**src/rtl/uart_mmio_ctrl_if.sv**
```systemverilog
// uart_mmio_ctrl_if -- CPU data-bus bundle for the memory-mapped UART.
//
// Signals:
//   mem_addr_i  bus address (32 bit, full compare in the slave)
//   mem_data_i  bus write data (32 bit)
//   mem_oe_n    read strobe, active low
//   mem_we_n    write strobe, active low, wins over mem_oe_n
//   serial_o    read data returned by the slave, 0 when not addressed
//
// Modports:
//   master  the CPU / bus decoder side (drives address, data, strobes)
//   slave   the UART side (drives read data)
interface uart_mmio_ctrl_if;
  logic [31:0] mem_addr_i;
  logic [31:0] mem_data_i;
  logic        mem_oe_n;
  logic        mem_we_n;
  logic [31:0] serial_o;

  modport master (
    output mem_addr_i,
    output mem_data_i,
    output mem_oe_n,
    output mem_we_n,
    input  serial_o
  );

  modport slave (
    input  mem_addr_i,
    input  mem_data_i,
    input  mem_oe_n,
    input  mem_we_n,
    output serial_o
  );
endinterface

```
**src/rtl/uart_mmio_ctrl.sv**
```systemverilog
// uart_mmio_ctrl -- memory-mapped 8N1 UART with TX/RX FIFOs, runtime baud
// divisor and sticky error flags.
//
// Register map (offsets from BASE_ADDR):
//   +0x0 IER     interrupt enables (only with UART_IRQ_EN, else reads 0)
//   +0x4 CTRL    [15:0] clocks per bit, writes below 4 become 4
//   +0x8 DATA    write pushes TX byte, read returns RX head (popped after read)
//   +0xC STATUS  [0] TX not full [1] RX not empty [2] TX idle
//                [3] RX overrun [4] framing error [5] TX overflow (sticky)
//                [15:8] RX count [23:16] TX count
//
// Ports:
//   clk   system clock
//   rst   asynchronous active-high reset
//   bus   uart_mmio_ctrl_if.slave (address, write data, strobes, read data)
//   txd   serial output, idle high
//   rxd   serial input, asynchronous to clk
//   irq   registered level interrupt
//
// Configuration macro: UART_IRQ_EN enables the IER register and the irq
// output. Without it IER reads 0, writes are ignored and irq is tied low.
module uart_mmio_ctrl #(
  parameter int unsigned CLK_FREQ   = 109000000,
  parameter int unsigned BAUD       = 9600,
  parameter int unsigned FIFO_DEPTH = 16,
  parameter logic [31:0] BASE_ADDR  = 32'hBFD003F0
) (
  input  logic             clk,
  input  logic             rst,
  uart_mmio_ctrl_if.slave  bus,
  output logic             txd,
  input  logic             rxd,
  output logic             irq
);

  localparam int unsigned AW = $clog2(FIFO_DEPTH);
  localparam int unsigned CW = AW + 1;
  localparam logic [15:0] DIV_RST = 16'(CLK_FREQ / BAUD);
  localparam logic [31:0] ADDR_IER    = BASE_ADDR;
  localparam logic [31:0] ADDR_CTRL   = BASE_ADDR + 32'h4;
  localparam logic [31:0] ADDR_DATA   = BASE_ADDR + 32'h8;
  localparam logic [31:0] ADDR_STATUS = BASE_ADDR + 32'hC;

  typedef enum logic [1:0] {TX_IDLE, TX_START, TX_DATA, TX_STOP} tx_state_t;
  typedef enum logic [1:0] {RX_IDLE, RX_START, RX_DATA, RX_STOP} rx_state_t;

  // ---------------------------------------------------------------------
  // Bus front end: writes act on the we_n falling edge only; reads latch
  // the address on the oe_n falling edge and perform their side effects
  // on the first cycle oe_n is back high.
  // ---------------------------------------------------------------------
  logic        we_prev, oe_prev, rd_pending;
  logic [31:0] rd_addr;
  logic        wr_stb, rd_start, rd_done;
  logic        wr_data, wr_ctrl, rd_data_done, rd_status_done;

  assign wr_stb         = !bus.mem_we_n && we_prev;
  assign rd_start       = !bus.mem_oe_n && oe_prev && bus.mem_we_n;
  assign rd_done        = rd_pending && bus.mem_oe_n;
  assign wr_data        = wr_stb && (bus.mem_addr_i == ADDR_DATA);
  assign wr_ctrl        = wr_stb && (bus.mem_addr_i == ADDR_CTRL);
  assign rd_data_done   = rd_done && (rd_addr == ADDR_DATA);
  assign rd_status_done = rd_done && (rd_addr == ADDR_STATUS);

  always_ff @(posedge clk or posedge rst) begin
    if (rst) begin
      we_prev    <= 1'b1;
      oe_prev    <= 1'b1;
      rd_pending <= 1'b0;
      rd_addr    <= '0;
    end else begin
      we_prev <= bus.mem_we_n;
      oe_prev <= bus.mem_oe_n;
      if (rd_start) begin
        rd_pending <= 1'b1;
        rd_addr    <= bus.mem_addr_i;
      end else if (rd_done) begin
        rd_pending <= 1'b0;
      end
    end
  end

  // Baud divisor, clamped so every bit state lasts at least 4 clocks.
  logic [15:0] div;
  always_ff @(posedge clk or posedge rst) begin
    if (rst) begin
      div <= DIV_RST;
    end else if (wr_ctrl) begin
      div <= (bus.mem_data_i[15:0] < 16'd4) ? 16'd4 : bus.mem_data_i[15:0];
    end
  end

  // ---------------------------------------------------------------------
  // TX FIFO. A push into a full FIFO still succeeds when the serializer
  // pops in the same cycle.
  // ---------------------------------------------------------------------
  logic [7:0]    tx_mem [FIFO_DEPTH];
  logic [AW-1:0] tx_wp, tx_rp;
  logic [CW-1:0] tx_cnt;
  logic          tx_full, tx_empty, tx_push, tx_pop, tx_ovf_set;
  logic [7:0]    tx_head;

  assign tx_full    = (tx_cnt == CW'(FIFO_DEPTH));
  assign tx_empty   = (tx_cnt == '0);
  assign tx_head    = tx_mem[tx_rp];
  assign tx_push    = wr_data && (!tx_full || tx_pop);
  assign tx_ovf_set = wr_data && tx_full && !tx_pop;

  always_ff @(posedge clk) begin
    if (tx_push) tx_mem[tx_wp] <= bus.mem_data_i[7:0];
  end

  always_ff @(posedge clk or posedge rst) begin
    if (rst) begin
      tx_wp  <= '0;
      tx_rp  <= '0;
      tx_cnt <= '0;
    end else begin
      if (tx_push) tx_wp <= tx_wp + AW'(1);
      if (tx_pop)  tx_rp <= tx_rp + AW'(1);
      if (tx_push && !tx_pop)      tx_cnt <= tx_cnt + CW'(1);
      else if (!tx_push && tx_pop) tx_cnt <= tx_cnt - CW'(1);
    end
  end

  // ---------------------------------------------------------------------
  // TX serializer. The next byte is fetched at the end of the stop bit so
  // consecutive frames run without an idle gap.
  // ---------------------------------------------------------------------
  tx_state_t   tx_state;
  logic [15:0] tx_tick, tx_div;
  logic [7:0]  tx_shift;
  logic [2:0]  tx_bit;
  logic        tx_end, tx_idle;

  assign tx_end  = (tx_tick == tx_div - 16'd1);
  assign tx_pop  = !tx_empty && ((tx_state == TX_IDLE) || ((tx_state == TX_STOP) && tx_end));
  assign tx_idle = tx_empty && (tx_state == TX_IDLE);

  always_ff @(posedge clk or posedge rst) begin
    if (rst) begin
      tx_state <= TX_IDLE;
      tx_tick  <= '0;
      tx_div   <= DIV_RST;
      tx_shift <= '0;
      tx_bit   <= '0;
      txd      <= 1'b1;
    end else begin
      case (tx_state)
        TX_IDLE: begin
          txd <= 1'b1;
          if (tx_pop) begin
            tx_shift <= tx_head;
            tx_div   <= div;
            tx_tick  <= '0;
            txd      <= 1'b0;
            tx_state <= TX_START;
          end
        end
        TX_START: begin
          if (tx_end) begin
            tx_tick  <= '0;
            txd      <= tx_shift[0];
            tx_shift <= {1'b0, tx_shift[7:1]};
            tx_bit   <= '0;
            tx_state <= TX_DATA;
          end else begin
            tx_tick <= tx_tick + 16'd1;
          end
        end
        TX_DATA: begin
          if (tx_end) begin
            tx_tick <= '0;
            if (tx_bit == 3'd7) begin
              txd      <= 1'b1;
              tx_state <= TX_STOP;
            end else begin
              txd      <= tx_shift[0];
              tx_shift <= {1'b0, tx_shift[7:1]};
              tx_bit   <= tx_bit + 3'd1;
            end
          end else begin
            tx_tick <= tx_tick + 16'd1;
          end
        end
        TX_STOP: begin
          if (tx_end) begin
            tx_tick <= '0;
            if (tx_pop) begin
              tx_shift <= tx_head;
              tx_div   <= div;
              txd      <= 1'b0;
              tx_state <= TX_START;
            end else begin
              txd      <= 1'b1;
              tx_state <= TX_IDLE;
            end
          end else begin
            tx_tick <= tx_tick + 16'd1;
          end
        end
        default: tx_state <= TX_IDLE;
      endcase
    end
  end

  // ---------------------------------------------------------------------
  // RX synchronizer plus one extra flop so a start bit is recognised only
  // on a genuine 1->0 transition (a low line after a framing error does
  // not restart reception).
  // ---------------------------------------------------------------------
  logic rx_sync1, rx_s, rx_prev;
  always_ff @(posedge clk or posedge rst) begin
    if (rst) begin
      rx_sync1 <= 1'b1;
      rx_s     <= 1'b1;
      rx_prev  <= 1'b1;
    end else begin
      rx_sync1 <= rxd;
      rx_s     <= rx_sync1;
      rx_prev  <= rx_s;
    end
  end

  // ---------------------------------------------------------------------
  // RX deserializer: start bit re-checked at half a bit, then data and
  // stop sampled once per bit period from that mid-bit point.
  // ---------------------------------------------------------------------
  rx_state_t   rx_state;
  logic [15:0] rx_tick, rx_div;
  logic [7:0]  rx_shift;
  logic [2:0]  rx_bit;
  logic        rx_end, rx_half_end, rx_stop_sample;

  assign rx_end         = (rx_tick == rx_div - 16'd1);
  assign rx_half_end    = (rx_tick == {1'b0, rx_div[15:1]} - 16'd1);
  assign rx_stop_sample = (rx_state == RX_STOP) && rx_end;

  always_ff @(posedge clk or posedge rst) begin
    if (rst) begin
      rx_state <= RX_IDLE;
      rx_tick  <= '0;
      rx_div   <= DIV_RST;
      rx_shift <= '0;
      rx_bit   <= '0;
    end else begin
      case (rx_state)
        RX_IDLE: begin
          if (rx_prev && !rx_s) begin
            rx_div   <= div;
            rx_tick  <= '0;
            rx_state <= RX_START;
          end
        end
        RX_START: begin
          if (rx_half_end) begin
            rx_tick  <= '0;
            rx_bit   <= '0;
            rx_state <= rx_s ? RX_IDLE : RX_DATA;
          end else begin
            rx_tick <= rx_tick + 16'd1;
          end
        end
        RX_DATA: begin
          if (rx_end) begin
            rx_tick  <= '0;
            rx_shift <= {rx_s, rx_shift[7:1]};
            if (rx_bit == 3'd7) rx_state <= RX_STOP;
            else                rx_bit   <= rx_bit + 3'd1;
          end else begin
            rx_tick <= rx_tick + 16'd1;
          end
        end
        RX_STOP: begin
          if (rx_end) begin
            rx_tick  <= '0;
            rx_state <= RX_IDLE;
          end else begin
            rx_tick <= rx_tick + 16'd1;
          end
        end
        default: rx_state <= RX_IDLE;
      endcase
    end
  end

  // ---------------------------------------------------------------------
  // RX FIFO, filled by good frames and drained by DATA reads.
  // ---------------------------------------------------------------------
  logic [7:0]    rx_mem [FIFO_DEPTH];
  logic [AW-1:0] rx_wp, rx_rp;
  logic [CW-1:0] rx_cnt;
  logic          rx_full, rx_empty, rx_push, rx_pop, rx_ovr_set, frm_set;
  logic          rx_frame_ok;

  assign rx_full     = (rx_cnt == CW'(FIFO_DEPTH));
  assign rx_empty    = (rx_cnt == '0);
  assign rx_frame_ok = rx_stop_sample && rx_s;
  assign frm_set     = rx_stop_sample && !rx_s;
  assign rx_pop      = rd_data_done && !rx_empty;
  assign rx_push     = rx_frame_ok && (!rx_full || rx_pop);
  assign rx_ovr_set  = rx_frame_ok && rx_full && !rx_pop;

  always_ff @(posedge clk) begin
    if (rx_push) rx_mem[rx_wp] <= rx_shift;
  end

  always_ff @(posedge clk or posedge rst) begin
    if (rst) begin
      rx_wp  <= '0;
      rx_rp  <= '0;
      rx_cnt <= '0;
    end else begin
      if (rx_push) rx_wp <= rx_wp + AW'(1);
      if (rx_pop)  rx_rp <= rx_rp + AW'(1);
      if (rx_push && !rx_pop)      rx_cnt <= rx_cnt + CW'(1);
      else if (!rx_push && rx_pop) rx_cnt <= rx_cnt - CW'(1);
    end
  end

  // Sticky error flags: a new event in the clearing cycle keeps the flag.
  logic rx_ovr, frm_err, tx_ovf;
  always_ff @(posedge clk or posedge rst) begin
    if (rst) begin
      rx_ovr  <= 1'b0;
      frm_err <= 1'b0;
      tx_ovf  <= 1'b0;
    end else begin
      if (rx_ovr_set)          rx_ovr  <= 1'b1;
      else if (rd_status_done) rx_ovr  <= 1'b0;
      if (frm_set)             frm_err <= 1'b1;
      else if (rd_status_done) frm_err <= 1'b0;
      if (tx_ovf_set)          tx_ovf  <= 1'b1;
      else if (rd_status_done) tx_ovf  <= 1'b0;
    end
  end

  // ---------------------------------------------------------------------
  // Optional interrupt logic.
  // ---------------------------------------------------------------------
  logic [31:0] ier_rd;
`ifdef UART_IRQ_EN
  logic [2:0] ier;
  logic       wr_ier;
  assign wr_ier = wr_stb && (bus.mem_addr_i == ADDR_IER);
  assign ier_rd = {29'd0, ier};

  always_ff @(posedge clk or posedge rst) begin
    if (rst) begin
      ier <= '0;
      irq <= 1'b0;
    end else begin
      if (wr_ier) ier <= bus.mem_data_i[2:0];
      irq <= |(ier & {(rx_ovr | frm_err | tx_ovf), tx_empty, !rx_empty});
    end
  end
`else
  assign ier_rd = 32'd0;
  assign irq    = 1'b0;
`endif

  // Read data is combinational and only driven while addressed for a read.
  logic [31:0] status;
  assign status = {8'd0, 8'(tx_cnt), 8'(rx_cnt), 2'b00, tx_ovf, frm_err, rx_ovr,
                   tx_idle, !rx_empty, !tx_full};

  always_comb begin
    bus.serial_o = 32'd0;
    if (!bus.mem_oe_n && bus.mem_we_n) begin
      case (bus.mem_addr_i)
        ADDR_IER:    bus.serial_o = ier_rd;
        ADDR_CTRL:   bus.serial_o = {16'd0, div};
        ADDR_DATA:   bus.serial_o = rx_empty ? 32'd0 : {24'd0, rx_mem[rx_rp]};
        ADDR_STATUS: bus.serial_o = status;
        default:     bus.serial_o = 32'd0;
      endcase
    end
  end

endmodule

```
**src/flat_wrapper.sv**
```systemverilog
// flat-port wrapper written by rule: the top's interface ports become plain ports
module uart_mmio_ctrl_flat 
#(
  parameter int unsigned CLK_FREQ   = 109000000,
  parameter int unsigned BAUD       = 9600,
  parameter int unsigned FIFO_DEPTH = 16,
  parameter logic [31:0] BASE_ADDR  = 32'hBFD003F0
)
  (clk, rst, txd, rxd, irq, bus_mem_addr_i, bus_mem_data_i, bus_mem_oe_n, bus_mem_we_n, bus_serial_o);
  uart_mmio_ctrl_if bus_i ();
  input  logic clk;
  input  logic rst;
  output logic txd;
  input  logic rxd;
  output logic irq;
  input wire logic [$bits(bus_i.mem_addr_i)-1:0] bus_mem_addr_i;
  input wire logic [$bits(bus_i.mem_data_i)-1:0] bus_mem_data_i;
  input wire logic [$bits(bus_i.mem_oe_n)-1:0] bus_mem_oe_n;
  input wire logic [$bits(bus_i.mem_we_n)-1:0] bus_mem_we_n;
  output wire logic [$bits(bus_i.serial_o)-1:0] bus_serial_o;
  assign bus_i.mem_addr_i = bus_mem_addr_i;
  assign bus_i.mem_data_i = bus_mem_data_i;
  assign bus_i.mem_oe_n = bus_mem_oe_n;
  assign bus_i.mem_we_n = bus_mem_we_n;
  assign bus_serial_o = bus_i.serial_o;
  uart_mmio_ctrl #(.CLK_FREQ(CLK_FREQ), .BAUD(BAUD), .FIFO_DEPTH(FIFO_DEPTH), .BASE_ADDR(BASE_ADDR)) u_core (.clk(clk), .rst(rst), .bus(bus_i), .txd(txd), .rxd(rxd), .irq(irq));
endmodule
```
**config.mk**
```make
export PLATFORM = sky130hd
export DESIGN_NAME = uart_mmio_ctrl_flat
export DESIGN_NICKNAME = d
export VERILOG_FILES = /design/src/rtl/uart_mmio_ctrl_if.sv /design/src/rtl/uart_mmio_ctrl.sv /design/src/flat_wrapper.sv
export SDC_FILE = /design/constraint.sdc
export NUM_CORES = 1
export LEC_CHECK = 0
export CAP_MARGIN = 20
export CELL_PAD_IN_SITES_DETAIL_PLACEMENT = 0
export CELL_PAD_IN_SITES_GLOBAL_PLACEMENT = 1
export CORE_ASPECT_RATIO = 1.1
export CORE_MARGIN = 8
export CORE_UTILIZATION = 46
export DETAILED_ROUTE_END_ITERATION = 16
export PLACE_DENSITY = 0.74
export SYNTH_ARGS = -nofsm -noshare
export SYNTH_HDL_FRONTEND = slang
export SYNTH_SLANG_ARGS = --single-unit
```
**constraint.sdc**
```tcl
create_clock -name clk -period 6.3 [get_ports clk]
set_clock_uncertainty 0.1 [all_clocks]
set_input_delay 1.89 -clock clk [delete_from_list [all_inputs] [get_ports clk]]
set_output_delay 1.89 -clock clk [all_outputs]
set_load 0.005 [all_outputs]
```
==> results of run 1 <==
layer usage:
metal,up-vias,GRT usage [%],routed length [um]
li1,5570,-,-
met1,6007,23.62,19690
met2,271,28.57,21760
met3,58,4.022,2549
met4,2,4.500,886
met5,-,0,12
metrics by stage:
| stage | hold slack (ps) | total power (uW) | util [%] |
|---|---|---|---|
| 6_report | 256.8 | 6421 | 53.47 |
| 3_3_place_gp | 246.0 | 3745 | 49.80 |
| 3_5_place_dp | 250.3 | 3758 | 49.80 |
| 2_1_floorplan | 245.2 | 3577 | - |
| 4_1_cts | 258.7 | 6503 | 53.38 |
| 5_1_grt | 265.2 | 6674 | 53.47 |
area by class of cell:
type	instances	area (um2)
timing repair buffer	119	1140
tap	574	718.2
fill	3517	20170
inverter	29	112.6
clock inverter	27	334.1
clock buffer	57	1201
multi-input combinational	892	7591
sequential	430	12080
worst max path at each step:
stage                  endpoint  depth (start not counted)
2_1_floorplan   bus_serial_o[7]                          8
3_3_place_gp    bus_serial_o[5]                         12
3_5_place_dp    bus_serial_o[7]                         12
4_1_cts        bus_serial_o[20]                          9
5_1_grt         bus_serial_o[3]                         12
6_report        bus_serial_o[4]                         11
sequential cells by signal (all words and copies together), names as in the netlist, 8 cells and up, named ones only:
| signal | cells |
|---|---|
| u_core.rx_shift | 8 |
| u_core.tx_mem | 128 |
| u_core.tx_shift | 8 |
| u_core.rd_addr | 32 |
| u_core.div | 16 |
| u_core.rx_mem | 128 |
| u_core.tx_tick | 16 |
| u_core.rx_div | 16 |
| u_core.rx_tick | 16 |
| u_core.tx_div | 16 |
power breakdown:
| part | switching (uW) | internal, uW |
|---|---|---|
| clock network | 1110 | 1610 |
| registers | 76.8 | 3050 |
| logic | 323 | 248 |
worst max-delay path, cell delays in order:
cell and delay (ps):
clkdlybuf4s50_1 470, nor4bb_1 260, nand3_1 120, nor4_2 280
buf_4 170, nand2_1 70, nor3_1 190, buf_4 170
a222oi_1 110, nor2_1 110, dlygate4sd2_1 270
logic make-up after synthesis:
logic type | after synthesis
AOI/OAI and AO/OA | 166
other | 1
and+or+nand+nor | 423
adders and majority gates | 34
muxes | 185
DFF | 430
buffers and inverters | 129
xor gates and xnor gates | 72
what timing repair did:
action / in CTS / in global routing
pin swaps: 1 / 1
hold buffers: 0 / 0
gates resized for setup: 12 / 16
endpoints found under the setup margin: 21 / 14
hold endpoints to repair: 0 / 0
layout by cell type, fill, tap and decap left out, drive strengths merged, types with 31 or more instances in the layout:
master / instances
inv: 31
clkdlybuf4s50: 53
nor3: 34
buf: 45
o21ai: 54
xnor2: 48
ha: 32
nand3: 34
nor2: 76
mux4: 80
nand2: 111
clkbuf: 57
mux2: 101
edfxtp: 256
dfrtp: 147
==> flow_summary.yaml, run 1 <==
global_routing:
  overflow: 0
  grt_antenna_before_repair: 1
  grt_pass1_wl_um: 70460
  grt_max_degree: 175
  grt_usage_pct: 17.58
  first_global_vias: 12030
placed_design:
  pre_cts_ws_ps: -296.6
  place_area_um2: 21590
  dp_cells: 2044
  hpwl_um: 30720
  portBuffers: 74
  globalplace.congestion: 0.8196
synth:
  synth_warnings: 0
  synth-adder-area-share_pct: 2.185
  synth-simple-area-share_pct: 11.40
  syn_inst: 1440
  synth_top_area_share_pct: 38.13
  ys_top_cells_by_area: "edfxtp_1, dfrtp_1, mux4_2"
  synth_edf_count: 256
  synth_compound_area_share_pct: 5.729
  syn-cell-area_um2: 20160
  synth.top_cells.by_count: "edfxtp_1, dfrtp_1, nand2_1"
  ys.flop_type: "edfxtp_1"
  synth_seq_cells: 430
  yosysTopAreaCell: "edfxtp_1"
  ys_seq_area_share_pct: 59.90
  synth_area_per_cell_um2: 14.00
  post-synth-top-count-cell: "edfxtp_1"
  synth.area.mux_share_pct: 14.78
  synth_top_family_by_area: "multiplexers"
  async_reset_ff_share_pct: 40.47
  yosysUniqueCellTypes: 89
  yosys.area_share.xor_xnor_pct: 3.165
die:
  core_region_area_um2: 43340
  rows: 80
  die_x_um: 215.6
  die_h_um: 235.6
  dieArea_um2: 50790
  ios: 103
  start_util_pct: 46.51
clock_tree:
  cts-root-buf: "clkbuf_16"
  clkSlewWorstSetupHoldPaths_ps: 60
  cts_tree: "yes"
  cts_buffers: 45
  clk_path_buf_depth: 3
  h-tree-depth: 2
  post-cts-setup-buffers: 0
  cts.sinks: 430
  clk_latency_ps: 580
cells_and_area:
  nNetsFinal: 1620
  drive_gt1_share_pct: 23.29
  antenna_cells: 0
  design_area_um2: 23170
  area_growth_pct: 14.96
  fin_cells: 2128
timing:
  final.period_utilization_pct: 96.90
  slew_headroom_pct: 31.48
  worst_pin_slew_ps: 1028
  rsz0062_at_grt: "false"
  fmax_mhz: 163.8
  finalSetupViolations: 0
  fin_ws_ps: 195.1
  post-route-min-period_ps: 6105
  finalHoldViolCount: 0
  tns_ps: 0
  report.final.slew_viol_count: 0
route:
  finalWirelength_um: 44900
  vias: 11910
  routedWlPerCell_um: 21.10
  drtPass1Iterations: 7
  drc: 0
  drt_iter0_drc: 918
  vias_per_cell: 5.596
  ant_nets: 0
setup_path:
  critPathLaunchType: "input port"
  critPathMaxFanout: 7
  crit_required_ps: 4310
  crit_arrival_ps: 4110
  crit-reg2reg-launch: "u_core.tx_div[0]"
  crit_type: "input port to primary output"
  worst_setup_path_end_kind: "primary output"
  cp-startpoint: "bus_mem_addr_i[20]"
  r2r_end: "u_core.tx_cnt[4]"
  rr_worst_depth: 18
  r2r_setup_slack_ps: 1490
min_path:
  hold_path_depth: 0
  hp-class: "flip-flop to flip-flop"
  worstHoldStart: "u_core.rx_sync1"
  whs_endpoint: "u_core.rx_s"
flow_run:
  cap_violations: 0
pwr:
  p_per_area_nw_per_um2: 277.1
  p_leak_uw: 0.008791
  ir_drop_mv: 0.1867
status:
  status: "complete, no violations"
Note: power is estimated with default switching activity, not from simulation.
==> run 2: changes to the inputs <==
--- a/config.mk
+++ b/config.mk
@@ -10,9 +10,9 @@
 export CELL_PAD_IN_SITES_GLOBAL_PLACEMENT = 1
 export CORE_ASPECT_RATIO = 1.1
 export CORE_MARGIN = 8
-export CORE_UTILIZATION = 46
+export CORE_UTILIZATION = 55
 export DETAILED_ROUTE_END_ITERATION = 16
-export PLACE_DENSITY = 0.74
+export PLACE_DENSITY = 0.83
 export SYNTH_ARGS = -nofsm -noshare
 export SYNTH_HDL_FRONTEND = slang
 export SYNTH_SLANG_ARGS = --single-unit
==> constraint.sdc (replaced) <==
create_clock -name clk -period 7.8 [get_ports clk]
set_clock_uncertainty 0.1 [all_clocks]
set_input_delay 2.34 -clock clk [delete_from_list [all_inputs] [get_ports clk]]
set_output_delay 2.34 -clock clk [all_outputs]
set_load 0.005 [all_outputs]
==> flow_summary.yaml, run 2 (same netlist as run 1, synthesis figures left out) <==
die:
  core_region_area_um2: 36170
  die_x_um: 198.5
  die_h_um: 216.8
  start_util_pct: 55.74
  dieArea_um2: 43040
  rows: 73
  ios: 103
timing:
  finalSetupViolations: 0
  rsz0062_at_grt: "false"
  finalHoldViolCount: 0
  post-route-min-period_ps: 7512
  fin_ws_ps: 288.0
  final.period_utilization_pct: 96.31
  slew_headroom_pct: 31.61
  report.final.slew_viol_count: 0
  holdWs_ps: 254.4
  tns_ps: 0
  worst_pin_slew_ps: 1026
  fmax_mhz: 133.1
setup_path:
  critPathLaunchType: "input port"
  critPathMaxFanout: 7
  max_stage_delay_ps: 540
  critPathBufInv: 4
  worst_setup_path_end_kind: "primary output"
  crit_required_ps: 5360
  path_cells: "clkdlybuf4s50_1 -> nand2_1 -> nor4_1 -> nand3_1 -> nor4_2 -> buf_4 -> nand2_1 -> nor3_1 -> buf_4 -> a222oi_1 -> nor2_1 -> clkdlybuf4s50_1"
  path_delay_family: "buffers and inverters"
  crit_arrival_ps: 5070
  cp_slowest_cell: "clkdlybuf4s50_1"
  crit_type: "input port to primary output"
flow_run:
  cap_violations: 0
clock_tree:
  h-tree-depth: 2
  cts_buffers: 43
  clkSlewWorstSetupHoldPaths_ps: 50
  cts_tree: "yes"
  clk_latency_ps: 550
  cts-root-buf: "clkbuf_16"
  clk_path_buf_depth: 3
  cts.sinks: 430
pwr:
  combPwrFrac_pct: 9.0
  clkPwrFrac_pct: 41.3
  p_per_area_nw_per_um2: 224.1
  swShare_pct: 23.30
  ir_drop_mv: 0.1899
  p_seq_share_pct: 49.7
  p_int_uw: 3902
  p_sw_uw: 1185
  p_leak_uw: 0.008352
cells_and_area:
  fill_cells: 2713
  reg.largest.list: "u_core.rx_mem: 128 flops, u_core.tx_mem: 128 flops, u_core.rd_addr: 32 flops"
  area_growth_pct: 12.64
  antenna_cells: 0
  layout_common_cells: "edfxtp_1, dfrtp_1, nand2_1, mux2_2, mux4_2"
  final_common_cell: "edfxtp_1"
  nNetsFinal: 1593
  multi_input_area_um2: 7567
  drive_gt1_share_pct: 21.59
  seq_area_um2: 12080
route:
  drc: 0
  ant_nets: 0
  vias_per_cell: 5.955
  vias: 11980
  routedWlPerCell_um: 21.72
  drtPass1Iterations: 5
  drt_iter0_drc: 834
  finalWirelength_um: 43670
global_routing:
  first_global_vias: 12390
  grt_max_degree: 75
  overflow: 0
  grt_antenna_before_repair: 0
  grt_usage_pct: 20.60
  grt_pass1_wl_um: 69320
placed_design:
  portBuffers: 74
  hpwl_um: 29950
  pre_cts_ws_ps: 237.5
  globalplace.congestion: 0.8358
status:
  status: "complete, no violations"
min_path:
  hp-class: "flip-flop to flip-flop"
-- run 2: cell count changes in the layout (fill, tap and decap cells not counted), moves of 3 or more --
cell             change
buf_4               -22
clkdlybuf4s50_1     +21
dlymetal6s2s_1      -13
clkinvlp_4           -3
dlygate4sd2_1        -7
clkbuf_8             +4
and3_1               +3
buf_12               -3
-- run 2: repair_timing --
action,CTS,global route
hold buffers,0,0
buffers inserted,0,0
hold endpoints to repair,0,0
gates resized for setup,0,1
endpoints found under the setup margin,0,1
-- run 2: power groups by stage --
stage	Combinational, uW	Sequential [uW]	Clock, uW
final	458	2530	2100
after global routing	509	2530	2220
after CTS	463	2530	2140
after detailed placement	459	2570	0
after global placement	453	2570	0
after floorplan	351	2540	0
-- run 2: per-layer routing --
layer	wire length [um]	share of wire (%)	global-route usage [%]
met3	2593	5.9	4.229
met5	0	0	0
met2	21410	49	34.25
met4	1298	3.0	6.848
met1	18370	42	26.92
-- run 2: final cells by class --
cell class,instances,share of cell area [%]
Sequential cell,430,53.20
Multi-Input combinational cell,892,33.33
Clock buffer,61,5.439
Timing Repair Buffer,94,3.923
Tap cell,487,2.683
Clock inverter,18,0.9312
Inverter,29,0.5014
-- run 2: final timing paths --
kind,end,slack [ps],cells past startpoint,start
setup reg to reg,u_core.rx_cnt[4],2850,14,u_core.rd_addr[18]
hold reg to reg,u_core.rx_s,250,0,u_core.rx_sync1
setup / recovery,bus_serial_o[2],290,12,bus_mem_addr_i[4]
max in group asynchronous,u_core.tx_rp[1],4190,3,rst
hold / removal,u_core.rx_s,250,0,u_core.rx_sync1
min in group asynchronous,u_core.rx_bit[0],2170,2,rst
-- run 2: metrics by stage --
step           util [%]  power, uW  cells  instance area, um2
2_1_floorplan         -       2889   1451               20200
3_3_place_gp      58.76       3021   1932               21250
3_5_place_dp      58.76       3030   1932               21250
4_1_cts           62.76       5123   2011               22700
5_1_grt           62.78       5263   2011               22710
6_report          62.78       5088   2011               22710
-- run 2: worst register-to-register path: cells and delay by family, from the launching register on --
kind,cells,cell delay [ps]
compound gates,3,590
xor+xnor,2,280
fa+ha+maj,2,710
buf+inv,1,110
flops,1,370
simple gates,6,2670
